--- src/rtl/seg_pkg.sv ---
// Shared constants and types for the seven-segment scan encoder.
package seg_pkg;

  localparam int unsigned NUM_DIG = 4;

  // Segment patterns, bit order {G,F,E,D,C,B,A}, active-high
  localparam logic [6:0] SEG_0 = 7'h3F;
  localparam logic [6:0] SEG_1 = 7'h06;
  localparam logic [6:0] SEG_2 = 7'h5B;
  localparam logic [6:0] SEG_3 = 7'h4F;
  localparam logic [6:0] SEG_4 = 7'h66;
  localparam logic [6:0] SEG_5 = 7'h6D;
  localparam logic [6:0] SEG_6 = 7'h7D;
  localparam logic [6:0] SEG_7 = 7'h07;
  localparam logic [6:0] SEG_8 = 7'h7F;
  localparam logic [6:0] SEG_9 = 7'h6F;

  localparam logic [3:0] BCD_INV = 4'hF;

  typedef enum logic [1:0] {
    ST_IDLE  = 2'd0,
    ST_TRACK = 2'd1,
    ST_HELD  = 2'd2
  } state_t;

  typedef struct packed {
    logic       err;
    logic [3:0] code;
  } dig_t;

endpackage

--- src/rtl/seg7_to_bcd.sv ---
// Seven-segment pattern to BCD lookup; unknown patterns map to BCD_INV with err set.
module seg7_to_bcd
  import seg_pkg::*;
(
  input  logic [6:0] seg_i,
  output logic [3:0] code_o,
  output logic       err_o
);

  always_comb begin
    code_o = BCD_INV;
    err_o  = 1'b0;
    case (seg_i)
      SEG_0:   code_o = 4'd0;
      SEG_1:   code_o = 4'd1;
      SEG_2:   code_o = 4'd2;
      SEG_3:   code_o = 4'd3;
      SEG_4:   code_o = 4'd4;
      SEG_5:   code_o = 4'd5;
      SEG_6:   code_o = 4'd6;
      SEG_7:   code_o = 4'd7;
      SEG_8:   code_o = 4'd8;
      SEG_9:   code_o = 4'd9;
      default: err_o  = 1'b1;
    endcase
  end

endmodule

--- src/rtl/seg_scan_encoder.sv ---
// Recovers the four BCD digits shown on a multiplexed seven-segment display by
// debouncing each anode slot and assembling a frame once every digit is seen.
module seg_scan_encoder
  import seg_pkg::*;
#(
  parameter int unsigned STABLE_CYCLES  = 4,
  parameter int unsigned TIMEOUT_CYCLES = 200000,
  parameter bit          ACTIVE_LOW     = 1'b1
) (
  input  logic        clk,
  input  logic        rst_n,
  input  logic [6:0]  seg_in,
  input  logic [3:0]  an_in,
  output logic [15:0] digits_out,
  output logic [3:0]  digit_err,
  output logic        frame_valid,
  output logic        stale
);

  localparam logic [7:0]  STB = 8'(STABLE_CYCLES);
  localparam logic [23:0] TMO = 24'(TIMEOUT_CYCLES);

  logic [6:0] seg_s1_q, seg_s2_q, seg_n;
  logic [3:0] an_s1_q, an_s2_q, an_n;

  always_ff @(posedge clk) begin
    if (!rst_n) begin
      seg_s1_q <= '0;
      seg_s2_q <= '0;
      an_s1_q  <= '0;
      an_s2_q  <= '0;
    end else begin
      seg_s1_q <= seg_in;
      seg_s2_q <= seg_s1_q;
      an_s1_q  <= an_in;
      an_s2_q  <= an_s1_q;
    end
  end

  assign seg_n = ACTIVE_LOW ? ~seg_s2_q : seg_s2_q;
  assign an_n  = ACTIVE_LOW ? ~an_s2_q  : an_s2_q;

  // Exactly one anode lit is a sample; anything else is blanking
  logic       samp_vld;
  logic [1:0] samp_idx;

  always_comb begin
    samp_vld = (an_n != 4'd0) && ((an_n & (an_n - 4'd1)) == 4'd0);
    samp_idx = 2'd0;
    for (int i = 0; i < NUM_DIG; i++)
      if (an_n[i]) samp_idx = 2'(i);
  end

  state_t     state_q, state_d;
  logic [1:0] idx_q, idx_d;
  logic [6:0] pat_q, pat_d;
  logic [7:0] cnt_q, cnt_d;
  logic       match, capture;

  assign match = samp_vld && (samp_idx == idx_q) && (seg_n == pat_q);

  always_ff @(posedge clk) begin
    if (!rst_n) begin
      state_q <= ST_IDLE;
      idx_q   <= '0;
      pat_q   <= '0;
      cnt_q   <= '0;
    end else begin
      state_q <= state_d;
      idx_q   <= idx_d;
      pat_q   <= pat_d;
      cnt_q   <= cnt_d;
    end
  end

  always_comb begin
    state_d = state_q;
    idx_d   = idx_q;
    pat_d   = pat_q;
    cnt_d   = cnt_q;
    case (state_q)
      ST_IDLE: begin
        if (samp_vld) begin
          idx_d   = samp_idx;
          pat_d   = seg_n;
          cnt_d   = 8'd1;
          state_d = (cnt_d >= STB) ? ST_HELD : ST_TRACK;
        end
      end
      ST_TRACK: begin
        if (!samp_vld) begin
          state_d = ST_IDLE;
        end else if (match) begin
          cnt_d = cnt_q + 8'd1;
          if (cnt_d >= STB) state_d = ST_HELD;
        end else begin
          idx_d   = samp_idx;
          pat_d   = seg_n;
          cnt_d   = 8'd1;
          state_d = (cnt_d >= STB) ? ST_HELD : ST_TRACK;
        end
      end
      ST_HELD: begin
        if (!samp_vld) begin
          state_d = ST_IDLE;
        end else if (samp_idx != idx_q) begin
          idx_d   = samp_idx;
          pat_d   = seg_n;
          cnt_d   = 8'd1;
          state_d = (cnt_d >= STB) ? ST_HELD : ST_TRACK;
        end
      end
      default: state_d = ST_IDLE;
    endcase
  end

  // Capture fires on every entry into HELD, including a HELD-to-HELD slot change
  always_comb begin
    capture = (state_d == ST_HELD) && ((state_q != ST_HELD) || (idx_d != idx_q));
  end

  logic [3:0] dec_code;
  logic       dec_err;

  seg7_to_bcd u_dec (
    .seg_i  (seg_n),
    .code_o (dec_code),
    .err_o  (dec_err)
  );

  logic [3:0] seen_q, seen_d;
  logic       frame_load, frame_valid_q;
  logic [23:0] tmo_q;

  assign frame_load = (seen_q == 4'hF);

  // A capture landing on the frame-load cycle survives the clear
  always_comb begin
    seen_d = frame_load ? 4'd0 : seen_q;
    if (capture) seen_d[samp_idx] = 1'b1;
  end

  always_ff @(posedge clk) begin
    if (!rst_n) begin
      seen_q        <= '0;
      frame_valid_q <= 1'b0;
      tmo_q         <= '0;
    end else begin
      seen_q        <= seen_d;
      frame_valid_q <= frame_load;
      if (capture)           tmo_q <= '0;
      else if (tmo_q != TMO) tmo_q <= tmo_q + 24'd1;
    end
  end

  for (genvar g = 0; g < NUM_DIG; g++) begin : g_dig
    dig_t wrk_q, out_q;

    always_ff @(posedge clk) begin
      if (!rst_n) begin
        wrk_q <= '0;
        out_q <= '0;
      end else begin
        if (capture && samp_idx == 2'(g)) wrk_q <= '{err: dec_err, code: dec_code};
        if (frame_load)                   out_q <= wrk_q;
      end
    end

    assign digits_out[4*g +: 4] = out_q.code;
    assign digit_err[g]         = out_q.err;
  end

  assign frame_valid = frame_valid_q;
  assign stale       = (tmo_q == TMO);

endmodule

--- config.mk ---
export PLATFORM = sky130hd
export DESIGN_NAME = seg_scan_encoder
export DESIGN_NICKNAME = d
export VERILOG_FILES = /design/src/rtl/seg_pkg.sv /design/src/rtl/seg7_to_bcd.sv /design/src/rtl/seg_scan_encoder.sv
export SDC_FILE = /design/constraint.sdc
export NUM_CORES = 1
export LEC_CHECK = 0
export CAP_MARGIN = 20
export CORE_ASPECT_RATIO = 0.7
export CORE_UTILIZATION = 43
export CTS_CLUSTER_DIAMETER = 100
export CTS_CLUSTER_SIZE = 24
export DETAILED_ROUTE_END_ITERATION = 6
export GPL_TIMING_DRIVEN = 1
export HOLD_SLACK_MARGIN = 0.1
export PLACE_DENSITY = 0.66
export SKIP_LAST_GASP = 1
export SLEW_MARGIN = 30
export SYNTH_ARGS = -nofsm -noshare
export SYNTH_HDL_FRONTEND = slang
export SYNTH_SLANG_ARGS = --single-unit
--- constraint.sdc ---
create_clock -name clk -period 2.47 [get_ports clk]
set_clock_uncertainty 0.1 [all_clocks]
set_input_delay 0.3705 -clock clk [delete_from_list [all_inputs] [get_ports clk]]
set_output_delay 0.3705 -clock clk [all_outputs]
set_load 0.01 [all_outputs]
==> flow_summary.json, run 1 <==
{
  "status": "finished clean",
  "p_int_mw": 2.805,
  "gp_congestion": 0.8253,
  "cp-endpoint": "g_dig[0].wrk_q[3]",
  "die_area_um2": 11250,
  "ioPinCount": 35,
  "synth_seq_cells": 110,
  "areaGrowthSynthToFinish_pct": 20.67,
  "placedCellCount": 693,
  "timing.rr.start": "idx_q[0]",
  "worstPathArrival_ps": 2460,
  "wl_per_cell_um": 13.30,
  "synthAdderAreaFrac": 0.01075,
  "drt_pass1_iterations": 4,
  "drc": 0,
  "fillCellCount": 924,
  "worstPathRequired_ps": 2590,
  "clockPowerShare": 0.449,
  "yosys_warnings": 0,
  "critPathLaunchType": "flop",
  "drt-vias-per-instance": 5.164,
  "postCtsHoldBufs": 0,
  "syn_area_per_cell_um2": 8.851,
  "crit_path_max_fanout": 6,
  "drtIter0Drc": 277,
  "portBuffers": 34,
  "insertion_delay_ps": 350,
  "power_switching_mw": 0.7781,
  "numCtsBuffers": 9,
  "final_area_um2": 5618,
  "htree_levels": 3,
  "muxShareOfSynthArea": 0.05160,
  "max_slew_margin": 0.5403,
  "async_flop_share": 0,
  "rrSetupSlack_ps": 130,
  "row_count": 31,
  "grt_pass1_vias": 3229,
  "grt_pass1_wl_um": 15800,
  "die_w_um": 126.4,
  "fmax_mhz": 427.7,
  "pwr-share-comb": 0.046,
  "die-height_um": 89.06,
  "multi_input_area_um2": 2301,
  "synthCells": 526,
  "yosysSeqAreaShare": 0.4730,
  "clockBufferDepth": 2,
  "sw_frac_of_total": 0.2172,
  "clk_pin_slew_worst_paths_ps": 70,
  "cts-root-buf": "clkbuf_16",
  "end_kind": "flop",
  "cts_tree": "yes",
  "layout_common_cells": "dfxtp_1, nand2_1, nor2_1",
  "vias": 3661,
  "finalNetCount": 589,
  "diodes": 0,
  "totalWireLength_um": 9428,
  "track_usage": 0.1776,
  "grt_max_degree": 49,
  "final-seq-area_um2": 2203,
  "hold-worst-slack_ps": 337.4,
  "p_seq_frac": 0.506,
  "synth_compound_area_frac": 0.1021,
  "setup_violations": 0,
  "hold_viol": 0,
  "leakage_nw": 1.990,
  "grt_overflow": 0,
  "rsz0062_at_grt": "no",
  "ys.flop_type": "dfxtp_1",
  "antenna_found_initial": 0,
  "yosys.cell_types.count": 55,
  "period_needed_ps": 2338,
  "final_common_cell": "dfxtp_1",
  "worst_pin_slew_ps": 689.5,
  "slew_viol_final": 0,
  "initial_core_util": 0.4462,
  "finalCritPeriodShare": 0.9467,
  "crit_start": "idx_q[0]",
  "ant_nets": 0,
  "min_path_type": "reg2reg",
  "max_cap_violations": 0,
  "vdd_drop_max_mv": 0.4029,
  "synth_top_family_by_area": "simple AND/OR/NAND/NOR gates",
  "cellPowerDensity_nw_per_um2": 637.8,
  "dpl_cell_area_um2": 5250,
  "reg2regPathDepth": 6,
  "synth_area_um2": 4656,
  "clock_sinks": 110,
  "synth.net_count": 543,
  "drive_gt1_frac": 0.1092,
  "final_cells": 709,
  "synth_edf_count": 0,
  "synth_xor_area_frac": 0.06584,
  "post_cts_buffers": 0,
  "dpl.hpwl_um": 6478,
  "core_um2": 10430,
  "yosys.area_share.simple": 0.2575,
  "critPathKind": "reg2reg",
  "timing.rr.end": "g_dig[0].wrk_q[3]"
}
-- registers in the layout, summed over array words and instances, names as in the netlist --
name / count
g_dig.wrk_q: 20
frame_valid: 1
digits_out: 16
seen_q: 4
idx_q: 2
an_s1_q: 4
seg_s2_q: 7
digit_err: 4
state_q: 2
cnt_q: 8
seg_s1_q: 7
an_s2_q: 4
pat_q: 7
tmo_q: 24
-- power groups by stage --
stage / registers, mW / logic [mW] / clock network (mW)
6_report: 1.81 / 0.164 / 1.61
5_1_grt: 1.81 / 0.182 / 1.72
4_1_cts: 1.81 / 0.163 / 1.66
3_5_place_dp: 1.85 / 0.162 / 0
3_3_place_gp: 1.85 / 0.158 / 0
2_1_floorplan: 1.85 / 0.105 / 0
-- stage by stage --
| stage | utilization | setup slack [ps] | setup TNS [ps] | total power [mW] |
|---|---|---|---|---|
| after floorplan | - | -54.39 | -238.9 | 1.951 |
| after global placement | 0.5032 | 22.92 | 0 | 2.010 |
| after detailed placement | 0.5032 | -54.82 | -262.4 | 2.015 |
| after CTS | 0.5370 | 37.14 | 0 | 3.632 |
| after global routing | 0.5384 | 4.704 | 0 | 3.715 |
| final | 0.5384 | 131.8 | 0 | 3.583 |
-- critical path: stages (launching register included) --
cell,delay [ps]
dfxtp_1,340
or3b_1,360
a211oi_2,210
a21oi_2,60
or3_4,420
or4b_4,570
mux2i_1,150
-- cells by family (layout without fill, tap and decap cells) --
group	after synthesis	after routing
simple gates	238	238
fa+ha+maj	4	4
xor+xnor	35	35
compound gates	74	74
flops	110	110
buf+inv	41	92
mux	24	24
-- synthesized netlist by cell type, types with 3 or more instances --
cell,number,share of area
o21a_1,3,0.0048
nand4_1,9,0.012
nand3_1,8,0.0086
and4_1,3,0.0056
nor3_1,7,0.0075
mux2i_1,24,0.052
xor2_1,14,0.026
xnor2_1,21,0.040
a21oi_1,32,0.034
nor2_1,54,0.044
or2_2,3,0.0040
nand2b_1,3,0.0040
and2_1,28,0.038
nor4b_1,3,0.0056
inv_1,11,0.0089
nor3b_1,4,0.0065
dfxtp_1,110,0.47
ha_1,4,0.011
nand2_1,88,0.071
clkbuf_1,21,0.017
a31oi_1,3,0.0040
a211oi_1,9,0.015
buf_6,3,0.0073
nor4_1,5,0.0067
and3_1,5,0.0067
o21ai_0,5,0.0054
o211ai_1,4,0.0065
buf_2,5,0.0054
-- layout make-up --
type,instances,share of cell area
multi-input cells,375,0.4096
inverters,12,0.008018
well taps,132,0.02940
repair buffers,64,0.1004
clock inverters,6,0.01782
flip-flops and latches,110,0.3922
clock buffers,10,0.04254
-- what timing repair did --
| item | 4_1_cts | 5_1_grt |
|---|---|---|
| gates resized for setup | 4 | 4 |
| setup endpoints to repair | 7 | 14 |
| pin swaps | 0 | 1 |
-- per-layer routing --
| layer | part of all wire | wire, um | global-route usage | vias up |
|---|---|---|---|---|
| li1 | - | - | - | 1876 |
| met1 | 0.52 | 4881 | 0.2568 | 1690 |
| met2 | 0.42 | 3975 | 0.2592 | 89 |
| met3 | 0.056 | 524 | 0.04309 | 6 |
| met4 | 0.0049 | 46 | 0.05805 | 0 |
| met5 | 0 | 0 | 0 | - |
-- how the worst min path moves through the flow --
stage                              to  depth (start not counted)        start
after CTS                 seg_s2_q[4]                          1  seg_s1_q[4]
after global routing      seg_s2_q[4]                          1  seg_s1_q[4]
after floorplan            an_s2_q[1]                          1   an_s1_q[1]
after detailed placement  seg_s2_q[4]                          1  seg_s1_q[4]
after global placement    seg_s2_q[4]                          1  seg_s1_q[4]
final                     seg_s2_q[4]                          1  seg_s1_q[4]
(Power assumes the default switching activity.)
==> inputs of run 2 (changes only) <==
CTS_CLUSTER_SIZE = 28   (was 24)
MAX_ROUTING_LAYER = met4   (was not set)
SKIP_CTS_REPAIR_TIMING = 1   (was not set)
==> run 2 against run 1 <==
Sequential share of layout area is essentially flat. Register-to-register slack about the same. Worst setup slack worse by 1.0 ps. Worst hold slack barely moved. Global-route usage grew 0.55 points. Largest power group unchanged.
==> flow_summary.json, run 2 (synthesis gave the netlist of run 1 again) <==
{
  "final_common_cell": "dfxtp_1",
  "p_int_mw": 2.805,
  "end_kind": "flop",
  "clockBufferDepth": 2,
  "track_usage": 0.1832,
  "die_w_um": 126.4,
  "max_cap_violations": 0,
  "critPathKind": "reg2reg",
  "grt_pass1_vias": 3233,
  "drt-vias-per-instance": 5.150,
  "grt_overflow": 0,
  "power_switching_mw": 0.7795,
  "drtIter0Drc": 276,
  "slew_viol_final": 0,
  "cellPowerDensity_nw_per_um2": 637.6,
  "crit_path_max_fanout": 6,
  "drc": 0,
  "sw_frac_of_total": 0.2175,
  "finalCritPeriodShare": 0.9471,
  "antenna_found_initial": 0,
  "total_power_mw": 3.584,
  "cts_tree": "yes",
  "tns_ps": 0,
  "ioPinCount": 35,
  "clk_pin_slew_worst_paths_ps": 70,
  "gp_congestion": 0.8377,
  "fin_ws_ps": 130.7,
  "drt_pass1_iterations": 4,
  "critPathMaxStageDelay_ps": 570,
  "period_needed_ps": 2339,
  "crit_slowest_cell": "or4b_4",
  "insertion_delay_ps": 350,
  "portBuffers": 34,
  "worstPathRequired_ps": 2590,
  "leakage_nw": 2.003,
  "dpl.hpwl_um": 6478,
  "min_path_type": "reg2reg",
  "clockPowerShare": 0.449,
  "place_ws_ps": -54.82,
  "cp_cell_sequence": "or3b_1, a211oi_2, a21oi_2, or3_4, or4b_4, mux2i_1",
  "drive_gt1_frac": 0.1092,
  "areaGrowthSynthToFinish_pct": 20.75,
  "grt_pass1_wl_um": 15780,
  "die_area_um2": 11250,
  "fillCellCount": 922,
  "die-height_um": 89.06,
  "placedCellCount": 693,
  "ant_nets": 0,
  "hold_viol": 0,
  "fmax_mhz": 427.5,
  "setup_violations": 0,
  "row_count": 31,
  "initial_core_util": 0.4462,
  "clock_sinks": 110,
  "layout_common_cells": "dfxtp_1, nand2_1, nor2_1",
  "final_cells": 709,
  "cts-root-buf": "clkbuf_16",
  "largest_reg_flops": 24,
  "diodes": 0,
  "critPathLaunchType": "flop",
  "timing.hold.worst_path_depth": 1,
  "worstPathArrival_ps": 2460,
  "regMostFlops": "tmo_q",
  "pwr-share-comb": 0.046,
  "worst_pin_slew_ps": 689.4,
  "status": "finished clean",
  "finalNetCount": 589,
  "rsz0062_at_grt": "no",
  "grt_max_degree": 49,
  "htree_levels": 3,
  "p_seq_frac": 0.505,
  "vias": 3651,
  "max_slew_margin": 0.5404,
  "core_um2": 10430,
  "reg2regPathDepth": 6,
  "wl_per_cell_um": 13.33,
  "vdd_drop_max_mv": 0.4030,
  "totalWireLength_um": 9449,
  "numCtsBuffers": 9
}
run 2: cell types whose count changed in the layout (fill, tap and decap cells not counted):
cell,previous run,this run
dlymetal6s2s_1,0,1
dlygate4sd2_1,1,0
run 2: worst max-delay path, delay by kind of cell (launching register included):
kind             cells  cell delay (ps)
AO/OA/AOI/OAI        2              270
flip-flops           1              340
multiplexers         1              150
AND/OR/NAND/NOR      3             1360
run 2: layer usage:
metal | vias to the layer above | GRT usage | routed length [um] | share of wire
met5 | - | - | 0 | 0
met4 | 0 | 0.05805 | 42 | 0.0044
met3 | 4 | 0.04309 | 492 | 0.052
met2 | 88 | 0.2587 | 4018 | 0.43
met1 | 1680 | 0.2564 | 4895 | 0.52
li1 | 1879 | - | - | -
run 2: path summary, 6_finish.rpt:
check / slack (ps) / to / startpoint
max: 130 / g_dig[0].wrk_q[3] / idx_q[0]
min: 340 / seg_s2_q[4] / seg_s1_q[4]
max reg2reg: 130 / g_dig[0].wrk_q[3] / idx_q[0]
min reg2reg: 340 / seg_s2_q[4] / seg_s1_q[4]
run 2: final cells by class:
type                       count  area [um2]  share of cell area
multi-input combinational    375        2301              0.4093
timing repair buffer          64       568.0              0.1010
inverter                      12       45.04            0.008012
clock inverter                 6       100.1             0.01781
sequential                   110        2203              0.3919
tap                          132       165.2             0.02938
clock buffer                  10       239.0             0.04251
run 2: metrics by stage:
| stage | util | hold WS (ps) | instance area [um2] |
|---|---|---|---|
| global route | 0.5388 | 345.6 | 5622 |
| CTS | 0.5357 | 338.4 | 5589 |
| detailed placement | 0.5032 | 320.6 | 5250 |
| finish | 0.5388 | 337.5 | 5622 |
| global placement | 0.5032 | 319.9 | 5250 |
| floorplan | - | 311.8 | 4657 |
run 2: power groups by stage:
stage          Sequential, mW  Combinational (mW)  Clock (mW)
2_1_floorplan            1.85               0.105           0
3_3_place_gp             1.85               0.158           0
3_5_place_dp             1.85               0.162           0
4_1_cts                  1.81               0.163        1.66
5_1_grt                  1.81               0.182        1.72
6_report                 1.81               0.164        1.61
